[config.mk]
export PLATFORM = sky130hd
export DESIGN_NAME = rom_load_ctrl
export DESIGN_NICKNAME = d
export VERILOG_FILES = /design/src/rtl/rom_load_ctrl.sv
export SDC_FILE = /design/constraint.sdc
export NUM_CORES = 1
export LEC_CHECK = 0
export CORE_UTILIZATION = 50
export CTS_CLUSTER_DIAMETER = 150
export DETAILED_ROUTE_END_ITERATION = 12
export PLACE_DENSITY = 0.9
export SLEW_MARGIN = 20
export SYNTH_ARGS = -nofsm -noshare
export SYNTH_HDL_FRONTEND = slang
export SYNTH_SLANG_ARGS = --single-unit
export TNS_END_PERCENT = 1
[constraint.sdc]
create_clock -name clk_sys -period 3.9 [get_ports clk_sys]
set_input_delay 0.78 -clock clk_sys [delete_from_list [all_inputs] [get_ports clk_sys]]
set_output_delay 0.78 -clock clk_sys [all_outputs]
set_load 0.005 [all_outputs]
[src/rtl/rom_load_ctrl.sv]
// ROM download sequencer between hps_io and the game core: region decode, back-pressure, title/DIP capture, core reset.
// Optional build macro ROM_LOAD_CHECKSUM_EN adds a running byte checksum and gates load_done on it.
module rom_load_ctrl #(
  parameter logic [24:0] R1_BASE    = 25'h08000,
  parameter logic [24:0] R2_BASE    = 25'h0C000,
  parameter logic [24:0] R3_BASE    = 25'h10000,
  parameter logic [24:0] ROM_END    = 25'h14000,
  parameter int          SETTLE_CYC = 16
) (
  input  logic        clk_sys,
  input  logic        reset_n,
  input  logic        ioctl_download,
  input  logic        ioctl_wr,
  input  logic [24:0] ioctl_addr,
  input  logic [7:0]  ioctl_dout,
  input  logic [7:0]  ioctl_index,
  output logic        ioctl_wait,
  output logic        rom_we,
  input  logic        rom_ready,
  output logic [1:0]  rom_sel,
  output logic [15:0] rom_addr,
  output logic [7:0]  rom_data,
  output logic [3:0]  tno,
  output logic [23:0] dsw,
  output logic        core_reset,
  output logic        load_done,
  output logic        load_short
`ifdef ROM_LOAD_CHECKSUM_EN
  ,
  output logic [15:0] checksum,
  input  logic [15:0] expect_sum
`endif
);

  localparam int CNT_W = (SETTLE_CYC < 1) ? 1 : $clog2(SETTLE_CYC + 1);
  localparam logic [CNT_W-1:0] SETTLE_LD = CNT_W'(SETTLE_CYC);

  typedef enum logic [2:0] {
    ST_IDLE,
    ST_LOAD,
    ST_PEND,
    ST_SETTLE,
    ST_RUN
  } state_t;

  state_t           r_state;
  logic [CNT_W-1:0] r_cnt;
  logic [24:0]      r_byte_cnt;

  logic        w_load_start;
  logic        w_rom_byte;
  logic        w_done;
  logic [1:0]  w_sel;
  logic [15:0] w_rel_addr;
  logic        w_len_ok;
  logic        w_sum_ok;
  logic        w_ok;

  function automatic logic [1:0] region_sel(input logic [24:0] a);
    if (a < R1_BASE)      return 2'd0;
    else if (a < R2_BASE) return 2'd1;
    else if (a < R3_BASE) return 2'd2;
    else                  return 2'd3;
  endfunction

  // Only the low 16 bits of the base matter for a 16-bit region-relative address.
  function automatic logic [15:0] region_base16(input logic [1:0] s);
    case (s)
      2'd1:    return R1_BASE[15:0];
      2'd2:    return R2_BASE[15:0];
      2'd3:    return R3_BASE[15:0];
      default: return 16'h0000;
    endcase
  endfunction

  assign w_load_start = ioctl_download && (ioctl_index == 8'd0);
  assign w_rom_byte   = ioctl_wr && (ioctl_index == 8'd0) && (ioctl_addr < ROM_END);
  assign w_done       = (r_state == ST_PEND) && rom_ready;
  assign w_sel        = region_sel(ioctl_addr);
  assign w_rel_addr   = ioctl_addr[15:0] - region_base16(w_sel);
  assign w_len_ok     = (r_byte_cnt >= ROM_END);
  assign w_ok         = w_len_ok && w_sum_ok;

`ifdef ROM_LOAD_CHECKSUM_EN
  logic [15:0] r_sum;
  logic [15:0] w_sum_final;

  // The byte completing on this edge must count when the load ends straight out of PEND.
  assign w_sum_final = r_sum + (w_done ? {8'h00, rom_data} : 16'h0000);
  assign w_sum_ok    = (w_sum_final == expect_sum);
  assign checksum    = r_sum;

  always_ff @(posedge clk_sys or negedge reset_n) begin
    if (!reset_n) begin
      r_sum <= '0;
    end else if (((r_state == ST_IDLE) || (r_state == ST_RUN)) && w_load_start) begin
      r_sum <= '0;
    end else if (w_done) begin
      r_sum <= w_sum_final;
    end
  end
`else
  assign w_sum_ok = 1'b1;
`endif

  always_ff @(posedge clk_sys or negedge reset_n) begin
    if (!reset_n) begin
      r_state    <= ST_IDLE;
      r_cnt      <= '0;
      r_byte_cnt <= '0;
      ioctl_wait <= 1'b0;
      rom_we     <= 1'b0;
      rom_sel    <= 2'd0;
      rom_addr   <= 16'h0000;
      rom_data   <= 8'h00;
      core_reset <= 1'b1;
      load_done  <= 1'b0;
      load_short <= 1'b0;
    end else begin
      case (r_state)
        ST_IDLE: begin
          if (w_load_start) begin
            r_state    <= ST_LOAD;
            r_byte_cnt <= '0;
            core_reset <= 1'b1;
            load_done  <= 1'b0;
          end else begin
            r_state <= ST_SETTLE;
            r_cnt   <= SETTLE_LD;
          end
        end
        ST_LOAD: begin
          core_reset <= 1'b1;
          // A byte arriving together with the end of download is written before leaving.
          if (w_rom_byte) begin
            r_state    <= ST_PEND;
            rom_we     <= 1'b1;
            ioctl_wait <= 1'b1;
            rom_sel    <= w_sel;
            rom_addr   <= w_rel_addr;
            rom_data   <= ioctl_dout;
            r_byte_cnt <= ioctl_addr + 25'd1;
          end else if (!ioctl_download) begin
            r_state    <= ST_SETTLE;
            r_cnt      <= SETTLE_LD;
            load_done  <= w_ok;
            load_short <= !w_ok;
          end
        end
        ST_PEND: begin
          core_reset <= 1'b1;
          if (rom_ready) begin
            rom_we     <= 1'b0;
            ioctl_wait <= 1'b0;
            if (ioctl_download) begin
              r_state <= ST_LOAD;
            end else begin
              r_state    <= ST_SETTLE;
              r_cnt      <= SETTLE_LD;
              load_done  <= w_ok;
              load_short <= !w_ok;
            end
          end
        end
        ST_SETTLE: begin
          // Counter is loaded on entry, so core_reset stays high for SETTLE_CYC cycles here.
          core_reset <= 1'b1;
          if ((r_cnt == '0) || (r_cnt == CNT_W'(1))) begin
            r_state    <= ST_RUN;
            r_cnt      <= '0;
            core_reset <= 1'b0;
          end else begin
            r_cnt <= r_cnt - CNT_W'(1);
          end
        end
        ST_RUN: begin
          core_reset <= 1'b0;
          if (w_load_start) begin
            r_state    <= ST_LOAD;
            r_byte_cnt <= '0;
            core_reset <= 1'b1;
            load_done  <= 1'b0;
          end
        end
        default: begin
          r_state <= ST_IDLE;
        end
      endcase
    end
  end

  // Title and DIP bytes are taken whatever the sequencer is doing.
  always_ff @(posedge clk_sys or negedge reset_n) begin
    if (!reset_n) begin
      tno <= 4'h0;
      dsw <= 24'h000000;
    end else if (ioctl_wr) begin
      if (ioctl_index == 8'd1) begin
        tno <= ioctl_dout[3:0];
      end else if ((ioctl_index == 8'd254) && (ioctl_addr[24:2] == 23'd0)) begin
        case (ioctl_addr[1:0])
          2'd0:    dsw[7:0]   <= ioctl_dout;
          2'd1:    dsw[15:8]  <= ioctl_dout;
          2'd2:    dsw[23:16] <= ioctl_dout;
          default: ;
        endcase
      end
    end
  end

endmodule
After elaboration in Yosys (flattened, before gate mapping) --
Cells that the tools add are included.
Operators by class: $add $sub $neg 3, magnitude comparators 5, eq/ne operators 20, muxes and demuxes 37, bitwise logic cells 1, reductions and logical operators 30
Operators by type and width (count):
- 25-bit by 16-bit less-than comparator with 1-bit output (second input constant) | 2
- 25-bit by 17-bit less-than comparator with 1-bit output (second input constant) | 2
- 25-bit two-way mux | 2
- 25-bit case mux with 2 select lines | 1
- 16-bit case mux with 2 select lines | 1
- 25-bit by 1-bit adder with 25-bit output (second input constant) | 1
- 25-bit by 17-bit >= comparator with 1-bit output (second input constant) | 1
- 5-bit two-way mux | 5
- 4-bit AND reduction | 6
- 23-bit logical NOT | 1
- 5-bit case mux with 4 select lines | 1
- 16-bit subtractor | 1
- 3-bit two-way mux | 5
- 3-bit case mux with 5 select lines | 1
- 2-bit != test (second input constant) | 7
- 1-bit two-way mux | 13
- 3-bit AND reduction | 3
- 8-bit by 1-bit equality test with 1-bit output (second input constant) | 1
- 8-bit equality test (second input constant) | 1
- 8-bit logical NOT | 1
- 2-bit two-way mux | 4
- 4-bit nonzero test | 2
- 3-bit by 2-bit equality test with 1-bit output (second input constant) | 2
- 2-bit AND reduction | 3
- 21 further kinds | 29
Word-level totals: register bits after elaboration 91, output and inout port bits 59, logic and storage cells 110

Longest topological paths before layout --
Gate-level depths: netlist of run 1.
word-level depth 7, mapped depth 8

Least setup slack after synthesis of run 1 --
No wires, ideal clock.
path kind in2reg, from input port ioctl_addr[19], to register rom_addr[15], setup time 0.128 ns, data arrival time 2.377 ns, required time 3.772 ns, slack 1.396 ns, stages 8, buffers on the path 0, cell sequence nor4_1 > nand2_1 > a211o_1 > ha_1 > ha_1 > xor2_1 > xnor2_1 > mux2_1
RTL lines:
- from (decl) | RTL line 14 | input logic [24:0] ioctl_addr,
- 25-bit by 16-bit less-than comparator with 1-bit output | RTL line 61 | else if (a < R2_BASE) return 2'd1;
- 2-bit two-way mux | RTL line 61
- 2-bit two-way mux (*) | RTL line 60 | if (a < R1_BASE) return 2'd0;
- named net w_sel[1] | RTL line 53 | logic [1:0] w_sel;
- 2-bit equality test or 2-bit by 1-bit equality test with 1-bit output (tied branches) | RTL line 68 | case (s)
- 16-bit case mux with 2 select lines (*) | RTL line 68
- 16-bit subtractor (*) | RTL line 80 | assign w_rel_addr = ioctl_addr[15:0] - region_base16(w_sel);
- to (signal assigned) | RTL line 140 | rom_addr <= w_rel_addr;
- to (decl) | RTL line 21 | output logic [15:0] rom_addr,
Mark *: on every way through the listed nets, which the timed path passes. The rest lies on a longest branch. A chain may end at the register's enable or synchronous reset.

Worst setup path in the final report of run 1 --
from input port ioctl_index[1], to register r_byte_cnt[20]
On the way: word-level cells in the longest chain between the ends 5
RTL lines:
- from (decl) | RTL line 16 | input logic [7:0] ioctl_index,
- 8-bit logical NOT (*) | RTL line 76, 77
- 1-bit logical AND (2 in a row) | RTL line 77 | assign w_rom_byte = ioctl_wr && (ioctl_index == 8'd0) && (ioctl_addr < ROM_END);
- 2-bit != test (no line)
- 3-bit AND reduction (no line) (*)
- to (signal assigned) | RTL line 142 | r_byte_cnt <= ioctl_addr + 25'd1;
- to (decl) | RTL line 48 | logic [24:0] r_byte_cnt;
Mark *: on every way between the ends. The rest lies on a longest branch, timed or not.

==> flow_summary.json, run 1 <==
{
  "io_pins": 105,
  "grtUsageMet2": 0.386,
  "rsz0062_at_grt": "false",
  "synth.avg_cell_area_um2": 10.6,
  "grt_pass1_wl_um": 13900,
  "slew_headroom": 0.379,
  "synth_edf_count": 0,
  "cts_hold_buf": 0,
  "power_switching_share": 0.307,
  "cts_buffers": 9,
  "grt.total_usage": 0.246,
  "synth_cells": 328,
  "wl_per_cell_um": 16.4,
  "die_h_um": 85.5,
  "critPathArrivalTime_ns": 3.21,
  "drt-total-wl_um": 8410,
  "start_kind": "primary input",
  "ys_types": 49,
  "n_fill_cell": 503,
  "comb_power_share": 0.183,
  "place.gp.congestion": 0.895,
  "skew_ns": 0.00685,
  "coreArea_mm2": 0.00676,
  "numClockSinks": 77,
  "fp.dieArea_mm2": 0.00731,
  "place_hpwl_um": 6120,
  "synthArstFlopShare": 1.00,
  "die_w_um": 85.5,
  "grt_antenna_before_repair": 0,
  "via_count": 2819,
  "place_ws_ns": 0.571,
  "ys_warn_count": 0,
  "cp_data_required_time_ns": 4.14,
  "layout.nets": 482,
  "fin_crit_sh": 0.762,
  "drv_cap": 0,
  "setup_viol": 0,
  "fmax_ghz": 0.337,
  "hold_violations": 0,
  "root_buffer": "clkbuf_8",
  "clkTransAtPathRegs_ns": 0.09,
  "status": "finished, final reports clean",
  "num_rows": 30,
  "antenna-diode-count": 0,
  "first_global_vias": 2884,
  "worst-setup-path-type": "primary input to flop",
  "final_common_cell": "clkdlybuf4s50_1",
  "drive_gt1_frac": 0.122,
  "setup_slack_ns": 0.929,
  "start_util": 0.516,
  "vias_per_cell": 5.50,
  "grtUsageMet1": 0.317,
  "multi_input_area_mm2": 0.00144,
  "power.sequential.fraction": 0.506,
  "power_leakage_nw": 2.25,
  "numPortBuffers": 104,
  "final_cell_mix": "103 x clkdlybuf4s50_1, 76 x nand2_1, 76 x dfrtp_1",
  "seq_area_mm2": 0.00193,
  "drtAntennaViolNets": 0,
  "holdWs_ns": 0.470,
  "placed_area_mm2": 0.00457,
  "fin_crit_ns": 2.97,
  "syn-num-nets": 382,
  "p_sw_mw": 0.543,
  "yosysSeqAreaShare": 0.553,
  "busiest_layer": "met2",
  "clock_latency_ns": 0.34,
  "dr.pass1.iters": 4,
  "worst_ir_drop_vdd_mv": 0.234,
  "tritoncts": "built",
  "cp-startpoint": "ioctl_index[1]",
  "clockPowerShare": 0.311,
  "hold_start": "rom_addr[2]$_DFFE_PN0P_",
  "synth_seq_cells": 77,
  "power.density_mw_per_mm2": 373,
  "total_power_mw": 1.77,
  "tns_ns": 0,
  "grt_max_degree": 78,
  "drt-initial-drc-count": 197,
  "netlist_area_mm2": 0.00349,
  "gr-usage-met3": 0.0828,
  "drcViolationCount": 0,
  "setup.worst_path.end_class": "flop",
  "worstMarginPinSlew_ns": 0.931,
  "internal_power_mw": 1.23,
  "r2r_setup_slack_ns": 1.61,
  "worstPathMaxFanout": 30,
  "ctsResizeCount": 0,
  "design_area_mm2": 0.00474,
  "area_growth_pct": 36.1,
  "post-cts-setup-buffers": 0,
  "clock_path_buffers": 2,
  "h-tree-depth": 3,
  "hold_path_class": "flop to flop",
  "maxSlewViolCount": 0,
  "timing.rr.start": "r_cnt[0]$_DFFE_PN0P_",
  "grt_overflow": 0,
  "ys.flop_type": "dfrtp_1"
}
## per-layer routing
metal | routed length (µm) | up-vias
li1 | - | 1335
met1 | 3590 | 1362
met2 | 3900 | 106
met3 | 770 | 16
met4 | 145 | 0
met5 | 0 | -
## power groups by stage
stage | Combinational [mW] | Clock, mW | Sequential [mW]
detailed placement | 0.322 | 0 | 0.910
global route | 0.364 | 0.597 | 0.903
finish | 0.324 | 0.550 | 0.895
global placement | 0.310 | 0 | 0.907
CTS | 0.324 | 0.560 | 0.894
floorplan | 0.216 | 0 | 0.879
## flip-flops by register name (all words and copies together) (netlist names), 2 cells and up
register    cells
dsw            24
r_byte_cnt     11
r_cnt           5
r_state         3
rom_addr       16
rom_data        8
rom_sel         2
tno             4
## metrics by stage
stage | utilization | instances
2_1_floorplan | - | 328
3_3_place_gp | 0.676 | 497
3_5_place_dp | 0.676 | 497
4_1_cts | 0.702 | 513
5_1_grt | 0.702 | 513
6_report | 0.702 | 513
## kinds of logic (layout without fill, tap and decap cells)
group / after synthesis / after routing / share of synthesized area
AO/OA/AOI/OAI: 36 / 36 / 0.0664
adder cells (fa/ha/maj): 8 / 8 / 0.0287
flip-flops: 77 / 77 / 0.553
XOR/XNOR: 5 / 5 / 0.0126
AND/OR/NAND/NOR: 142 / 142 / 0.198
buffers and inverters: 27 / 132 / 0.0352
multiplexers: 33 / 33 / 0.106
## final cells by class
type | instances | share of cell area
Sequential cell | 77 | 0.406
Multi-Input combinational cell | 224 | 0.304
Timing Repair Buffer | 107 | 0.224
Clock buffer | 9 | 0.0261
Tap cell | 80 | 0.0211
Clock inverter | 7 | 0.0116
Inverter | 9 | 0.00712
## cell usage after synthesis (all sizes together), types with 2 or more instances
| cell | count | area [µm²] |
|---|---|---|
| a211oi | 2 | 15.0 |
| a21oi | 6 | 30.0 |
| a31oi | 4 | 25.0 |
| and3 | 10 | 62.6 |
| buf | 10 | 58.8 |
| clkbuf | 8 | 30.0 |
| dfrtp | 76 | 1900 |
| ha | 8 | 100 |
| inv | 9 | 33.8 |
| mux2 | 31 | 349 |
| mux2i | 2 | 20.0 |
| nand2 | 77 | 292 |
| nand3 | 6 | 30.0 |
| nand4 | 5 | 31.3 |
| nor2 | 11 | 41.3 |
| nor2b | 6 | 37.5 |
| nor3 | 7 | 35.0 |
| nor4 | 9 | 77.6 |
| nor4b | 2 | 17.5 |
| o21ai | 11 | 55.1 |
| o22ai | 2 | 12.5 |
| or3 | 3 | 18.8 |
| xnor2 | 3 | 26.3 |
| xor2 | 2 | 17.5 |
## worst max-delay path, stage by stage
cell             delay (ns)
clkdlybuf4s50_1        0.43
nor3_1                 0.39
nand2_2                0.16
or4_1                  0.84
buf_4                  0.37
and3_1                 0.23
## final timing paths
check,endpoint,cells after the start
max,r_byte_cnt[20]$_DFFE_PN0P_,6
min,rom_addr[2]$_DFFE_PN0P_,2
max reg2reg,r_cnt[0]$_DFFE_PN0P_,8
min reg2reg,rom_addr[2]$_DFFE_PN0P_,2
max in group asynchronous,r_cnt[1]$_DFFE_PN0P_,1
min in group asynchronous,r_state[1]$_DFFE_PN0P_,1
Note: power is estimated with default switching activity, not from simulation.
==> run 2: changes to the inputs <==
--- a/config.mk
+++ b/config.mk
@@ -5,10 +5,10 @@
 export SDC_FILE = /design/constraint.sdc
 export NUM_CORES = 1
 export LEC_CHECK = 0
-export CORE_UTILIZATION = 50
+export CORE_UTILIZATION = 47
 export CTS_CLUSTER_DIAMETER = 150
 export DETAILED_ROUTE_END_ITERATION = 12
-export PLACE_DENSITY = 0.9
+export PLACE_DENSITY = 0.86
 export SLEW_MARGIN = 20
 export SYNTH_ARGS = -nofsm -noshare
 export SYNTH_HDL_FRONTEND = slang
==> constraint.sdc (replaced) <==
create_clock -name clk_sys -period 3 [get_ports clk_sys]
set_input_delay 0.6 -clock clk_sys [delete_from_list [all_inputs] [get_ports clk_sys]]
set_output_delay 0.6 -clock clk_sys [all_outputs]
set_load 0.005 [all_outputs]
==> flow_summary.json, run 2 (synthesis results as in run 1) <==
{
  "status": "finished, final reports clean",
  "cts_hold_buf": 0,
  "cts_buffers": 9,
  "tritoncts": "built",
  "final_cell_mix": "103 x clkdlybuf4s50_1, 76 x nand2_1, 76 x dfrtp_1",
  "grt_pass1_wl_um": 13800,
  "grt_antenna_before_repair": 0,
  "skew_ns": 0.0110,
  "layout.nets": 489,
  "drt-total-wl_um": 8850,
  "die_w_um": 88.1,
  "rsz0062_at_grt": "false",
  "antenna-diode-count": 0,
  "io_pins": 105,
  "area_growth_pct": 38.3,
  "largest_register_ff_count": 24,
  "cp_data_required_time_ns": 3.24,
  "layout.cells.non_filler": 539,
  "top_register": "dsw",
  "start_util": 0.483,
  "slew_headroom": 0.349,
  "grt_max_degree": 78,
  "ctsResizeCount": 0,
  "cp-startpoint": "ioctl_addr[24]",
  "power.density_mw_per_mm2": 473,
  "critPathArrivalTime_ns": 2.88,
  "tns_ns": 0,
  "worstMarginPinSlew_ns": 0.952,
  "clkTransAtPathRegs_ns": 0.08,
  "start_kind": "primary input",
  "fmax_ghz": 0.379,
  "clock_path_buffers": 2,
  "numPlacedInstances": 523,
  "drv_cap": 0,
  "dr.pass1.iters": 5,
  "worst_ir_drop_vdd_mv": 0.292,
  "drcViolationCount": 0,
  "hold_violations": 0,
  "hold_path_class": "primary input to asynchronous set/reset pin",
  "die_h_um": 88.1,
  "worst-setup-path-type": "primary input to flop",
  "timing.rr.start": "r_cnt[0]$_DFFE_PN0P_",
  "fin_util": 0.668,
  "largest_registers": "dsw x24, rom_addr x16, r_byte_cnt x11",
  "fp.dieArea_mm2": 0.00777,
  "r2r_setup_slack_ns": 0.70,
  "drtAntennaViolNets": 0,
  "post-cts-setup-buffers": 0,
  "place.gp.congestion": 0.842,
  "setup.worst_path.end_class": "flop",
  "drt-initial-drc-count": 188,
  "grt_overflow": 0,
  "numPortBuffers": 104,
  "via_count": 2871,
  "worstPathMaxFanout": 7,
  "h-tree-depth": 3,
  "coreArea_mm2": 0.00721,
  "wl_per_cell_um": 16.4,
  "final_common_cell": "clkdlybuf4s50_1",
  "fin_crit_ns": 2.64,
  "maxSlewViolCount": 0,
  "vias_per_cell": 5.33,
  "num_rows": 31,
  "first_global_vias": 2879,
  "numClockSinks": 77,
  "root_buffer": "clkbuf_8",
  "clock_latency_ns": 0.35,
  "drive_gt1_frac": 0.134,
  "setup_slack_ns": 0.359,
  "grt.total_usage": 0.237,
  "place_ws_ns": -0.0138,
  "place_hpwl_um": 6560,
  "power_leakage_nw": 2.28,
  "setup_viol": 0,
  "fin_crit_sh": 0.880
}
## run 2: critical path, stage by stage
cell             delay [ns]
clkdlybuf4s50_1        0.41
nor4_1                 0.32
nand2_1                0.26
a211o_1                0.36
ha_1                   0.19
ha_1                   0.19
xor2_1                 0.15
xnor2_1                0.12
mux2_1                 0.28
## run 2: path summary, 6_finish.rpt
check	to	cells after the start
max in group asynchronous	dsw[9]$_DFFE_PN0P_	1
hold reg to reg	rom_addr[11]$_DFFE_PN0P_	2
setup reg to reg	r_cnt[1]$_DFFE_PN0P_	7
min in group clk_sys	rom_addr[11]$_DFFE_PN0P_	2
setup / recovery	rom_addr[15]$_DFFE_PN0P_	9
hold / removal	r_byte_cnt[19]$_DFFE_PN0P_	1
## run 2: area by class of cell
cell class / count / area [µm²]
Clock inverter: 6 / 40.0
Multi-Input combinational cell: 224 / 1440
Sequential cell: 77 / 1930
Timing Repair Buffer: 114 / 1130
Inverter: 9 / 33.8
Clock buffer: 10 / 128
Fill cell: 564 / 2390
Tap cell: 99 / 124
## run 2: metrics by stage
stage | power (mW) | cell area (µm²) | hold slack (ns)
CTS | 2.29 | 4820 | 0.437
floorplan | 1.42 | 3490 | 0.304
detailed placement | 1.61 | 4650 | 0.459
global placement | 1.58 | 4650 | 0.449
global route | 2.40 | 4820 | 0.485
finish | 2.28 | 4820 | 0.390
## run 2: routing by layer
layer  routed length [µm]  vias up  track usage
li1                     -     1350            -
met1                 3550     1391        0.280
met2                 4380      119        0.408
met3                  818       11       0.0829
met4                  102        0       0.0718
met5                    0        -            0
## run 2: power by group
group,total (mW),internal [mW],switching [mW]
Sequential,1.17,1.09,0.0771
Clock,0.685,0.299,0.386
Combinational,0.432,0.199,0.233
Total,2.28,1.59,0.696
==> run 3: changes to the inputs <==
--- a/config.mk
+++ b/config.mk
@@ -8,6 +8,7 @@
 export CORE_UTILIZATION = 47
 export CTS_CLUSTER_DIAMETER = 150
 export DETAILED_ROUTE_END_ITERATION = 12
+export MAX_ROUTING_LAYER = met4
 export PLACE_DENSITY = 0.86
 export SLEW_MARGIN = 20
 export SYNTH_ARGS = -nofsm -noshare
==> flow_summary.json, run 3 (synthesis results as in run 1) <==
{
  "status": "finished, final reports clean",
  "r2r_setup_slack_ns": 0.75,
  "worstPathMaxFanout": 7,
  "hold_path_class": "primary input to asynchronous set/reset pin",
  "worstMarginPinSlew_ns": 0.953,
  "reg2reg_depth": 7,
  "critPathArrivalTime_ns": 2.86,
  "clkTransAtPathRegs_ns": 0.08,
  "numClockSinks": 77,
  "grt_antenna_before_repair": 0,
  "slowest_delay_ns": 0.41,
  "cp.buffers_inverters": 1,
  "tritoncts": "built",
  "die_h_um": 88.1,
  "maxSlewViolCount": 0,
  "grt_overflow": 0,
  "clock_latency_ns": 0.35,
  "fin_crit_sh": 0.877,
  "area_growth_pct": 38.3,
  "post-cts-setup-buffers": 0,
  "place.gp.congestion": 0.855,
  "fp.dieArea_mm2": 0.00777,
  "crit_chain": "clkdlybuf4s50_1 > nor4_1 > nand2_1 > a211o_1 > ha_1 > ha_1 > xor2_1 > xnor2_1 > mux2_1",
  "power_switching_share": 0.305,
  "power.sequential.fraction": 0.511,
  "grt.total_usage": 0.244,
  "rr_endpoint": "r_cnt[1]$_DFFE_PN0P_",
  "cts_hold_buf": 0,
  "setup.worst_path.end_class": "flop",
  "worst_ir_drop_vdd_mv": 0.293,
  "power_leakage_nw": 2.28,
  "dr.pass1.iters": 4,
  "crit_top_cell": "ha_1",
  "n_fill_cell": 564,
  "drt-total-wl_um": 8830,
  "numPlacedInstances": 523,
  "cpLargestDelayFamily": "simple AND/OR/NAND/NOR gates",
  "worst-setup-path-type": "primary input to flop",
  "p_sw_mw": 0.696,
  "clock_path_buffers": 2,
  "num_rows": 31,
  "hold_violations": 0,
  "comb_power_share": 0.189,
  "wl_per_cell_um": 16.4,
  "setup_viol": 0,
  "multi_input_area_mm2": 0.00144,
  "rsz0062_at_grt": "false",
  "vias_per_cell": 5.31,
  "total_power_mw": 2.28,
  "drv_cap": 0,
  "largest_registers": "dsw x24, rom_addr x16, r_byte_cnt x11",
  "drive_gt1_frac": 0.134,
  "root_buffer": "clkbuf_8",
  "layout.nets": 489,
  "final_common_cell": "clkdlybuf4s50_1",
  "slew_headroom": 0.365,
  "place_hpwl_um": 6560,
  "skew_ns": 0.0108,
  "top_register": "dsw",
  "via_count": 2863,
  "clockPowerShare": 0.300,
  "cp_data_required_time_ns": 3.23,
  "die_w_um": 88.1,
  "critPathSlowestCell": "clkdlybuf4s50_1",
  "timing.rr.start": "r_cnt[0]$_DFFE_PN0P_",
  "ctsResizeCount": 0,
  "drcViolationCount": 0,
  "internal_power_mw": 1.59,
  "drtAntennaViolNets": 0,
  "placed_area_mm2": 0.00465,
  "design_area_mm2": 0.00482,
  "numPortBuffers": 104,
  "start_util": 0.483,
  "cts_buffers": 9,
  "start_kind": "primary input",
  "drt-initial-drc-count": 213,
  "largest_register_ff_count": 24,
  "power.density_mw_per_mm2": 473,
  "seq_area_mm2": 0.00193,
  "io_pins": 105,
  "grt_pass1_wl_um": 13700,
  "final_cell_mix": "103 x clkdlybuf4s50_1, 76 x nand2_1, 76 x dfrtp_1",
  "coreArea_mm2": 0.00721,
  "h-tree-depth": 3,
  "fin_crit_ns": 2.63,
  "antenna-diode-count": 0,
  "grt_max_degree": 78,
  "fmax_ghz": 0.380,
  "layout.cells.non_filler": 539,
  "first_global_vias": 2884
}
-- run 3: cell counts in the layout (fill, tap and decap cells not counted) --
Identical to the previous run, type by type.
-- run 3: stage by stage --
step | hold slack [ns] | util | setup WS (ns) | TNS [ns]
after floorplan | 0.304 | - | 0.676 | 0
final | 0.385 | 0.668 | 0.369 | 0
after CTS | 0.437 | 0.668 | 0.359 | 0
after global placement | 0.449 | 0.645 | 0.145 | 0
after detailed placement | 0.459 | 0.645 | -0.0138 | -0.0138
after global routing | 0.485 | 0.668 | 0.226 | 0
-- run 3: worst reg2reg max path, delay by kind of cell (launching register included) --
kind	cells	cell delay, ns
buffers and inverters	1	0.08
AND/OR/NAND/NOR	3	0.46
flip-flops	1	0.38
AO/OA/AOI/OAI	2	1.01
adder cells (fa/ha/maj)	1	0.23
-- run 3: worst max-delay path by stage --
| stage | startpoint | slack, ns | cells after the start | to |
|---|---|---|---|---|
| 6_report | ioctl_addr[24] | 0.37 | 9 | rom_addr[15]$_DFFE_PN0P_ |
| 5_1_grt | ioctl_addr[24] | 0.23 | 9 | rom_addr[15]$_DFFE_PN0P_ |
| 4_1_cts | ioctl_addr[24] | 0.36 | 9 | rom_addr[15]$_DFFE_PN0P_ |
| 3_5_place_dp | ioctl_addr[24] | -0.01 | 9 | rom_addr[15]$_DFFE_PN0P_ |
| 3_3_place_gp | ioctl_addr[23] | 0.15 | 9 | rom_addr[15]$_DFFE_PN0P_ |
| 2_1_floorplan | ioctl_addr[19] | 0.68 | 8 | rom_addr[15]$_DFFE_PN0P_ |
-- run 3: power groups by stage --
stage	clock, mW	combinational [mW]	sequential, mW
6_report	0.685	0.431	1.17
5_1_grt	0.735	0.486	1.18
4_1_cts	0.692	0.432	1.16
3_5_place_dp	0	0.426	1.18
3_3_place_gp	0	0.403	1.18
2_1_floorplan	0	0.281	1.14
-- run 3: area by class of cell --
cell class / count / share of cell area
sequential: 77 / 0.400
multi-input combinational: 224 / 0.299
timing repair buffer: 114 / 0.234
clock buffer: 10 / 0.0265
tap: 99 / 0.0257
clock inverter: 6 / 0.00830
inverter: 9 / 0.00701
-- run 3: per-layer routing --
layer / global-route usage / vias up / part of all wire
met2: 0.409 / 111 / 0.50
met1: 0.294 / 1397 / 0.42
li1: - / 1345 / -
met4: 0.0718 / 0 / 0.013
met5: - / - / 0
met3: 0.0584 / 10 / 0.068
